===== config.mk =====
export PLATFORM = sky130hd
export DESIGN_NAME = apb_mem_slave
export DESIGN_NICKNAME = d
export VERILOG_FILES = /design/src/rtl/apb_mem_pkg.sv /design/src/rtl/apb_mem_array.sv /design/src/rtl/apb_mem_slave.sv
export SDC_FILE = /design/constraint.sdc
export NUM_CORES = 1
export LEC_CHECK = 0
export ABC_CLOCK_PERIOD_IN_PS = 3200
export CORE_ASPECT_RATIO = 1.4
export CORE_MARGIN = 3
export CORE_UTILIZATION = 50
export DETAILED_ROUTE_END_ITERATION = 16
export PLACE_DENSITY = 0.66
export SETUP_SLACK_MARGIN = 0.15
export SYNTH_ARGS = -nofsm -noshare
export SYNTH_HDL_FRONTEND = slang
export SYNTH_SLANG_ARGS = --single-unit

===== constraint.sdc =====
create_clock -name pclk -period 3.2 [get_ports pclk]
set_input_delay 0.64 -clock pclk [delete_from_list [all_inputs] [get_ports pclk]]
set_output_delay 0.64 -clock pclk [all_outputs]
set_load 0.005 [all_outputs]

===== src/rtl/apb_mem_pkg.sv =====
// Shared types and helpers for the APB memory completer.
// Used by apb_mem_slave and apb_mem_array.
package apb_mem_pkg;

    typedef enum logic {IDLE, ACCESS} apb_mem_state_t;

    localparam int MAX_WAIT = 15;

    // Byte-offset bits below the word index.
    function automatic int addr_lsb(input int data_width);
        return $clog2(data_width / 8);
    endfunction

    // Bits needed to index the word array.
    function automatic int idx_width(input int depth);
        return $clog2(depth);
    endfunction

endpackage


===== src/rtl/apb_mem_array.sv =====
// DEPTH x DATA_WIDTH register storage for the APB memory completer.
// Async reset to zero, byte-enable write port, combinational read port.
module apb_mem_array
    import apb_mem_pkg::*;
#(
    parameter int DATA_WIDTH = 32,
    parameter int DEPTH      = 16,
    localparam int NB        = DATA_WIDTH / 8,
    localparam int IW        = idx_width(DEPTH)
) (
    input  logic                  clk_i,
    input  logic                  rst_ni,
    input  logic                  we_i,
    input  logic [IW-1:0]         waddr_i,
    input  logic [DATA_WIDTH-1:0] wdata_i,
    input  logic [NB-1:0]         wstrb_i,
    input  logic [IW-1:0]         raddr_i,
    output logic [DATA_WIDTH-1:0] rdata_o
);

    logic [DATA_WIDTH-1:0] mem_q [DEPTH];

    // Clear on reset; update only the strobed bytes of the addressed word.
    always_ff @(posedge clk_i or negedge rst_ni) begin
        if (!rst_ni) begin
            for (int i = 0; i < DEPTH; i++) begin
                mem_q[i] <= '0;
            end
        end else if (we_i) begin
            for (int b = 0; b < NB; b++) begin
                if (wstrb_i[b]) begin
                    mem_q[waddr_i][8*b +: 8] <= wdata_i[8*b +: 8];
                end
            end
        end
    end

    assign rdata_o = mem_q[raddr_i];

endmodule


===== src/rtl/apb_mem_slave.sv =====
// APB4 completer with a DEPTH-word memory, byte strobes and wait states.
// Optional macro APB_MEM_WR_PROTECT_EN adds pprot write protection.
module apb_mem_slave
    import apb_mem_pkg::*;
#(
    parameter int ADDR_WIDTH  = 32,
    parameter int DATA_WIDTH  = 32,
    parameter int DEPTH       = 16,
    parameter int WAIT_STATES = 0
) (
    input  logic                    pclk,
    input  logic                    presetn,
    input  logic                    psel,
    input  logic                    penable,
    input  logic                    pwrite,
    input  logic [ADDR_WIDTH-1:0]   paddr,
    input  logic [DATA_WIDTH-1:0]   pwdata,
    input  logic [DATA_WIDTH/8-1:0] pstrb,
`ifdef APB_MEM_WR_PROTECT_EN
    input  logic [2:0]              pprot,
`endif
    output logic [DATA_WIDTH-1:0]   prdata,
    output logic                    pready,
    output logic                    pslverr
);

    localparam int NB   = DATA_WIDTH / 8;
    localparam int AL   = addr_lsb(DATA_WIDTH);
    localparam int IW   = idx_width(DEPTH);
    localparam int WS_C = (WAIT_STATES > MAX_WAIT) ? MAX_WAIT : WAIT_STATES;
    localparam logic [3:0] WAIT_INIT = 4'(WS_C);

    apb_mem_state_t        state_q;
    logic [3:0]            wcnt_q;
    logic [IW-1:0]         idx_q;
    logic                  wr_q;
    logic [DATA_WIDTH-1:0] wdata_q;
    logic [NB-1:0]         strb_q;
    logic                  err_q;

    logic                  misaligned;
    logic                  out_of_range;
    logic                  rd_strb_err;
    logic                  prot_err;
    logic                  setup_err;
    logic                  complete;
    logic                  mem_we;
    logic [DATA_WIDTH-1:0] mem_rdata;

    // Error decode on the live bus; only sampled in the setup cycle.
    assign misaligned   = |(paddr & ADDR_WIDTH'(NB - 1));
    assign out_of_range = |(paddr >> (AL + IW));
    assign rd_strb_err  = ~pwrite & (|pstrb);

`ifdef APB_MEM_WR_PROTECT_EN
    logic unused_prot;
    assign unused_prot = ^pprot[2:1];
    // Unprivileged writes may not touch the upper half of the memory.
    assign prot_err = pwrite & ~pprot[0] & paddr[AL + IW - 1];
`else
    assign prot_err = 1'b0;
`endif

    assign setup_err = misaligned | out_of_range | rd_strb_err | prot_err;

    // Transfer FSM: latch the request at setup, count waits, then complete.
    always_ff @(posedge pclk or negedge presetn) begin
        if (!presetn) begin
            state_q <= IDLE;
            wcnt_q  <= '0;
            idx_q   <= '0;
            wr_q    <= 1'b0;
            wdata_q <= '0;
            strb_q  <= '0;
            err_q   <= 1'b0;
        end else begin
            unique case (state_q)
                IDLE: begin
                    if (psel && !penable) begin
                        state_q <= ACCESS;
                        wcnt_q  <= WAIT_INIT;
                        idx_q   <= paddr[AL +: IW];
                        wr_q    <= pwrite;
                        wdata_q <= pwdata;
                        strb_q  <= pstrb;
                        err_q   <= setup_err;
                    end
                end
                ACCESS: begin
                    if (!psel) begin
                        state_q <= IDLE;
                    end else if (wcnt_q != 4'd0) begin
                        wcnt_q <= wcnt_q - 4'd1;
                    end else if (penable) begin
                        state_q <= IDLE;
                    end
                end
                default: state_q <= IDLE;
            endcase
        end
    end

    // An aborted access (psel dropped) never reports ready.
    assign pready   = (state_q == ACCESS) & (wcnt_q == 4'd0) & psel;
    assign complete = pready & penable;
    assign pslverr  = pready & err_q;
    assign prdata   = (pready & ~wr_q & ~err_q) ? mem_rdata : '0;
    assign mem_we   = complete & wr_q & ~err_q;

    apb_mem_array #(
        .DATA_WIDTH (DATA_WIDTH),
        .DEPTH      (DEPTH)
    ) u_array (
        .clk_i   (pclk),
        .rst_ni  (presetn),
        .we_i    (mem_we),
        .waddr_i (idx_q),
        .wdata_i (wdata_q),
        .wstrb_i (strb_q),
        .raddr_i (idx_q),
        .rdata_o (mem_rdata)
    );

endmodule


==> impl_metrics.ini, run 1 <==
[power_and_ir_drop]
powerDensity_nw_per_um2 = 510.4
vdd_drop_max_v = 0.0007100
leakagePower_nw = 14.72

[outcome]
outcome = finished with violations
violations = negative setup slack

[sta]
period_minus_slack_ps = 3423
postLayoutSetupSlackWorst_ps = -222.7
fin_crit_sh = 1.070
clock.fmax_ghz = 0.2922
rsz0062_at_grt = yes
relSlewSlack = 0.5912
setup_viol = 29
worst_pin_slew_ps = 613.2
drv_slew = 0
tns_ps = -3127
report.final.hold_viol_count = 0
skew_ps = 23.94
whs_ps = 491.6

[clock_tree]
ctsHtreeMaxLevel = 2
cts_buffer_depth = 3
clock_sinks = 559
numCtsBuffers = 55
path_clk_slew_ps = 60
clk-insertion-delay-late_ps = 620
cts_tree = yes
cts_root_buf = clkbuf_16

[grt]
grt_max_degree = 100
grt_antenna_before_repair = 0
grt.busiest_layer = met2
grt_pass1_vias = 16250
grtUsageMet3 = 0.04449
use_met2 = 0.4279
grt.overflow.total = 0
grt_use_met1 = 0.3038
grt_usage = 0.2427
grt_pass1_wl_um = 98900

[synth]
synth-warning-count = 0
synth_cell_types = 44
synthCells = 1597
synth_edf_count = 0
syn-cell-area_um2 = 25660
synth_flop_cell = dfrtp_1
ys_ff_latch = 559
syn_area_per_cell_um2 = 16.07
async_flop_share = 1.000
yosysSeqAreaShare = 0.5452
syn-num-nets = 1671

[worst_setup_path]
r2r_end = u_array.mem_q[444]
worstPathMaxFanout = 5
endpoint = prdata[7]
r2r_cells = 9
startpoint_type = flip-flop
cp-end-kind = output port
r2r_start = idx_q[0]
max_stage_delay_ps = 520
worstPathCellList = buf_6 -> buf_12 -> buf_16 -> buf_8 -> mux4_2 -> mux2i_1 -> nor2_1 -> a221o_1 -> buf_2
worstSetupStartpoint = idx_q[0]
cp.required_ps = 2560
worstSetupPathType = flip-flop to output port
worst_path_max_delay_cell = dfrtp_4
arrival_ps = 2780
r2r_slack_ps = 410

[layout]
final_cells = 2494
fill_cells = 3715
antenna_cells = 0
syn2layout_area_growth_pct = 21.29
fin_util = 0.6179
finalNetCount = 1882
drive_above_1_share = 0.5818
seq_area_um2 = 14000
multi_input_area_um2 = 11490

[routing]
drc = 0
wire_per_inst_um = 25.74
dr_total_vias = 14910
dr.pass1.iters = 4
drt_wl_total_um = 64210
ant_nets = 0
drt-initial-drc-count = 808
vias_per_cell = 5.976

[die]
design.die.area_um2 = 54110
start_util = 0.5094
row_count = 97
ios = 107
core-area_um2 = 50370
die_w_um = 197.5
dieHeight_um = 274.0

[place]
place_congestion = 0.7665
dp_cells = 2313
post-place-ws_ps = -242.0
port_buffers = 106
dp_hpwl_um = 38710

[flow_run]
drv_cap = 0

[hold_path]
hold_path.class = flip-flop to flip-flop
==> what timing repair did <==
item                                   CTS  global route
pin swaps                               35            15
setup buffers                           57            10
endpoints found under the hold margin   30             0
gates cloned                            11             2
setup endpoints to repair               34            33
resized for setup                      235            33
hold buffers                             1             0
==> how the worst min path moves through the flow <==
| stage | depth (start not counted) | slack [ps] | end | startpoint |
|---|---|---|---|---|
| 5_1_grt | 1 | 510 | u_array.mem_q[153] | u_array.mem_q[153] |
| 4_1_cts | 1 | 490 | u_array.mem_q[220] | u_array.mem_q[220] |
| 3_5_place_dp | 1 | 480 | u_array.mem_q[220] | u_array.mem_q[220] |
| 2_1_floorplan | 0 | 340 | err_q | presetn |
| 6_report | 1 | 490 | u_array.mem_q[220] | u_array.mem_q[220] |
| 3_3_place_gp | 1 | 470 | u_array.mem_q[220] | u_array.mem_q[220] |
==> placed cells by master, fill, tap and decap left out, types with 22 or more instances in the layout <==
master,Yosys,routed
buf_12,0,32
clkbuf_16,0,59
nor2_1,29,23
buf_4,8,80
mux2_2,546,546
a221o_1,22,22
buf_6,5,31
dfrtp_1,559,556
buf_2,28,32
nand3_4,25,25
nand3_2,28,28
clkdlybuf4s50_1,0,72
mux4_2,127,127
==> state kept, by name, summed over array words and instances, names as in the netlist <==
signal,cells
wdata_q,32
u_array.mem_q,512
wr_q,1
wcnt_q,4
strb_q,4
state_q,1
err_q,1
idx_q,4
==> power by group <==
group | switching, W | internal, W | leakage (nW) | total, W
registers | 0.000391 | 0.00717 | 7.71 | 0.00756
clock network | 0.00277 | 0.00360 | 0.878 | 0.00637
logic | 0.000917 | 0.00104 | 6.13 | 0.00195
==> metal layers <==
| metal | wire, µm | share of wire |
|---|---|---|
| met1 | 25560 | 0.40 |
| met4 | 2054 | 0.032 |
| met5 | 0 | 0 |
| met2 | 33670 | 0.52 |
| met3 | 2925 | 0.046 |
==> cell families after synthesis <==
kind of cell	synth area share
buf+inv	0.02199
fa+ha+maj	0.0004876
flops	0.5452
simple gates	0.04916
xor+xnor	0.0003414
compound gates	0.01804
mux	0.3648
==> cell usage after synthesis, types with 2 or more instances <==
| cell | number | share of area |
|---|---|---|
| a21oi_1 | 11 | 0.0021 |
| a221o_1 | 22 | 0.0086 |
| a22o_1 | 3 | 0.0010 |
| a22oi_1 | 18 | 0.0053 |
| and2_0 | 2 | 0.00049 |
| and2_1 | 12 | 0.0029 |
| and3_1 | 18 | 0.0044 |
| buf_1 | 6 | 0.00088 |
| buf_2 | 28 | 0.0055 |
| buf_4 | 8 | 0.0023 |
| buf_6 | 5 | 0.0022 |
| clkbuf_1 | 69 | 0.010 |
| dfrtp_1 | 559 | 0.55 |
| inv_1 | 3 | 0.00044 |
| mux2_1 | 8 | 0.0035 |
| mux2_2 | 546 | 0.24 |
| mux2i_1 | 26 | 0.010 |
| mux4_2 | 127 | 0.11 |
| nand2_1 | 5 | 0.00073 |
| nand3_1 | 5 | 0.00098 |
| nand3_2 | 28 | 0.011 |
| nand3_4 | 25 | 0.017 |
| nand4_1 | 2 | 0.00049 |
| nor2_1 | 29 | 0.0042 |
| nor2b_1 | 4 | 0.00098 |
| nor3_1 | 3 | 0.00059 |
| nor4_1 | 8 | 0.0020 |
==> stage by stage <==
stage / cell area [µm²] / total power [W]
floorplan: 25660 / 0.008354
global route: 31120 / 0.01647
CTS: 30850 / 0.01601
detailed placement: 27900 / 0.009071
finish: 31120 / 0.01588
global placement: 27900 / 0.009047
==> layout make-up <==
cell class                 instances  share of cell area
multi-input combinational        918              0.3694
clock buffer                      79             0.05203
clock inverter                    21            0.005227
inverter                           3           0.0003619
sequential                       559              0.4498
tap                              643             0.02585
timing repair buffer             271             0.09738
==> critical path, delay by kind of cell (launching register included) <==
family,cells,cell delay (ps)
compound gates,1,270
simple gates,1,70
mux,2,650
flops,1,520
buf+inv,5,650
Note: power is estimated with default switching activity, not from simulation.
==> run 2, diff against run 1 <==
--- a/config.mk
+++ b/config.mk
@@ -6,11 +6,13 @@
 export NUM_CORES = 1
 export LEC_CHECK = 0
 export ABC_CLOCK_PERIOD_IN_PS = 3200
+export CELL_PAD_IN_SITES_DETAIL_PLACEMENT = 0
+export CELL_PAD_IN_SITES_GLOBAL_PLACEMENT = 2
 export CORE_ASPECT_RATIO = 1.4
 export CORE_MARGIN = 3
-export CORE_UTILIZATION = 50
+export CORE_UTILIZATION = 40
 export DETAILED_ROUTE_END_ITERATION = 16
-export PLACE_DENSITY = 0.66
+export PLACE_DENSITY = 0.69
 export SETUP_SLACK_MARGIN = 0.15
 export SYNTH_ARGS = -nofsm -noshare
 export SYNTH_HDL_FRONTEND = slang
==> run 2 against run 1 <==
Net effect:
- the flow still finishes with violations (negative setup slack)
- critical path depth is the same
- setup slack lost 2.3 ps
- power is essentially flat
- final area shrank 0.33%
- hold slack gained 3.1 ps
- clock power grew 2%
- clock skew shrank 9.0 ps
- combinational power shrank 7%
- via count shrank 1.7%
- largest power group unchanged
==> impl_metrics.ini, run 2 (synthesis gave the netlist of run 1 again) <==
[worst_setup_path]
r2r_start = idx_q[0]
r2r_slack_ps = 510
worstPathCellList = buf_12 -> buf_12 -> buf_16 -> buf_12 -> mux4_2 -> mux2i_2 -> nor2_1 -> a221o_1 -> buf_2
max_stage_delay_ps = 510
arrival_ps = 2790
worstPathMaxFanout = 6
worstSetupPathType = flip-flop to output port
r2r_end = u_array.mem_q[484]
cp.required_ps = 2560
startpoint_type = flip-flop
cp_common_cell = buf_12
worst_path_max_delay_cell = dfrtp_4
crit_buf_inv = 5
cp-end-kind = output port
critPathTopFamily = buffers and inverters
r2r_cells = 8

[place]
dp_cells = 2516
place_congestion = 0.7308
port_buffers = 106
dp_hpwl_um = 41870

[die]
design.die.area_um2 = 67260
row_count = 109
core-area_um2 = 63280
dieHeight_um = 305.7
die_w_um = 220.0
start_util = 0.4054
ios = 107

[layout]
largest_reg_flops = 512
syn2layout_area_growth_pct = 20.89
finalNetCount = 1864
drive_above_1_share = 0.5680
final_common_cell = dfrtp_1
final_cells = 2663
antenna_cells = 0
fin_util = 0.4901
fill_cells = 5486
largest-register = u_array.mem_q
final_cell_mix = dfrtp_1, mux2_2, mux4_2
reg_top3 = u_array.mem_q x512, wdata_q x32

[clock_tree]
clock_sinks = 559
clk-insertion-delay-late_ps = 600
cts_buffer_depth = 3
ctsHtreeMaxLevel = 2
numCtsBuffers = 57
cts_root_buf = clkbuf_16
path_clk_slew_ps = 60
cts_tree = yes

[routing]
wire_per_inst_um = 24.94
dr.pass1.iters = 4
drc = 0
drt-initial-drc-count = 814
drt_wl_total_um = 66430
vias_per_cell = 5.503
dr_total_vias = 14650
ant_nets = 0

[sta]
fin_crit_sh = 1.070
drv_slew = 0
worst_pin_slew_ps = 636.3
skew_ps = 14.96
report.final.hold_viol_count = 0
tns_ps = -3283
relSlewSlack = 0.5758
rsz0062_at_grt = yes
period_minus_slack_ps = 3425
clock.fmax_ghz = 0.2920
setup_viol = 31
postLayoutSetupSlackWorst_ps = -225.0
whs_ps = 494.7

[power_and_ir_drop]
leakagePower_nw = 14.59
combPwrFrac = 0.114
seqPwrFrac = 0.477
netSwitchingFraction = 0.2555
powerDensity_nw_per_um2 = 512.1
clkPwrFrac = 0.409
p_int_w = 0.01183
p_total_w = 0.01588
vdd_drop_max_v = 0.0003495
net-switching-power_w = 0.004058

[grt]
grt_pass1_wl_um = 101500
grt_pass1_vias = 15980
grt.overflow.total = 0
grt_max_degree = 120
grt_usage = 0.2010
grt_antenna_before_repair = 0

[hold_path]
min_to = u_array.mem_q[220]
hold_path.class = flip-flop to flip-flop
hold_depth = 1
hp-start = u_array.mem_q[220]

[outcome]
outcome = finished with violations
violations = negative setup slack

[flow_run]
drv_cap = 0
## run 2: cell types whose count changed in the layout (fill, tap and decap cells not counted), moves of 3 or more
cell      before  now
buf_2         32   29
mux2i_4       13    5
clkbuf_8      11   17
mux2i_1        6   15
buf_4         80   73
clkinv_2      13   10
nor2_1        23   26
nor2_4         4    1
buf_12        32   38
buf_6         31   17
## run 2: metal layers
metal,share of wire,track usage,vias up
li1,-,-,6402
met1,0.42,0.2597,7967
met2,0.53,0.3595,205
met3,0.030,0.02595,80
met4,0.022,0.04705,0
met5,0,0,-
## run 2: what timing repair did
action,4_1_cts,5_1_grt
gates resized for setup,193,31
cloned,7,0
endpoints found under the hold margin,44,0
hold buffers,1,0
endpoints found under the setup margin,34,33
setup buffers,31,8
pin swaps,27,19
## run 2: metrics by stage
stage | setup WS [ps] | area, µm²
after floorplan | 707.5 | 25660
after global placement | -329.4 | 28340
after detailed placement | -267.4 | 28340
after CTS | -268.6 | 30850
after global routing | -290.9 | 31020
final | -225.0 | 31020
## run 2: worst reg2reg max path: cells and delay by family, from the launching register on
| family | cells | cell delay [ps] |
|---|---|---|
| multiplexers | 1 | 430 |
| flip-flops | 1 | 510 |
| buffers and inverters | 4 | 620 |
| AND/OR/NAND/NOR | 3 | 1010 |
## run 2: cell type report
| type | instances | area, µm² | share of cell area |
|---|---|---|---|
| repair buffers | 251 | 2795 | 0.09012 |
| clock inverters | 13 | 95.09 | 0.003066 |
| clock buffers | 87 | 1709 | 0.05511 |
| flip-flops and latches | 559 | 14000 | 0.4513 |
| inverters | 3 | 11.26 | 0.0003631 |
| multi-input cells | 918 | 11370 | 0.3665 |
| well taps | 832 | 1041 | 0.03356 |
## run 2: how the worst max path moves through the flow
stage              from          to  slack, ps  cells past startpoint
5_1_grt        idx_q[0]  prdata[31]       -290                      9
3_5_place_dp       psel  prdata[24]       -270                      8
4_1_cts        idx_q[0]  prdata[24]       -270                      8
3_3_place_gp       psel  prdata[24]       -330                      8
6_report       idx_q[0]  prdata[31]       -230                      9
2_1_floorplan  idx_q[0]  prdata[10]        710                      5
## run 2: power groups by stage
stage / clock network (W) / registers, W / logic (W)
after global routing: 0.00697 / 0.00763 / 0.00193
final: 0.00649 / 0.00758 / 0.00181
after CTS: 0.00670 / 0.00758 / 0.00179
after floorplan: 0 / 0.00741 / 0.000945
after detailed placement: 0 / 0.00773 / 0.00142
after global placement: 0 / 0.00772 / 0.00141
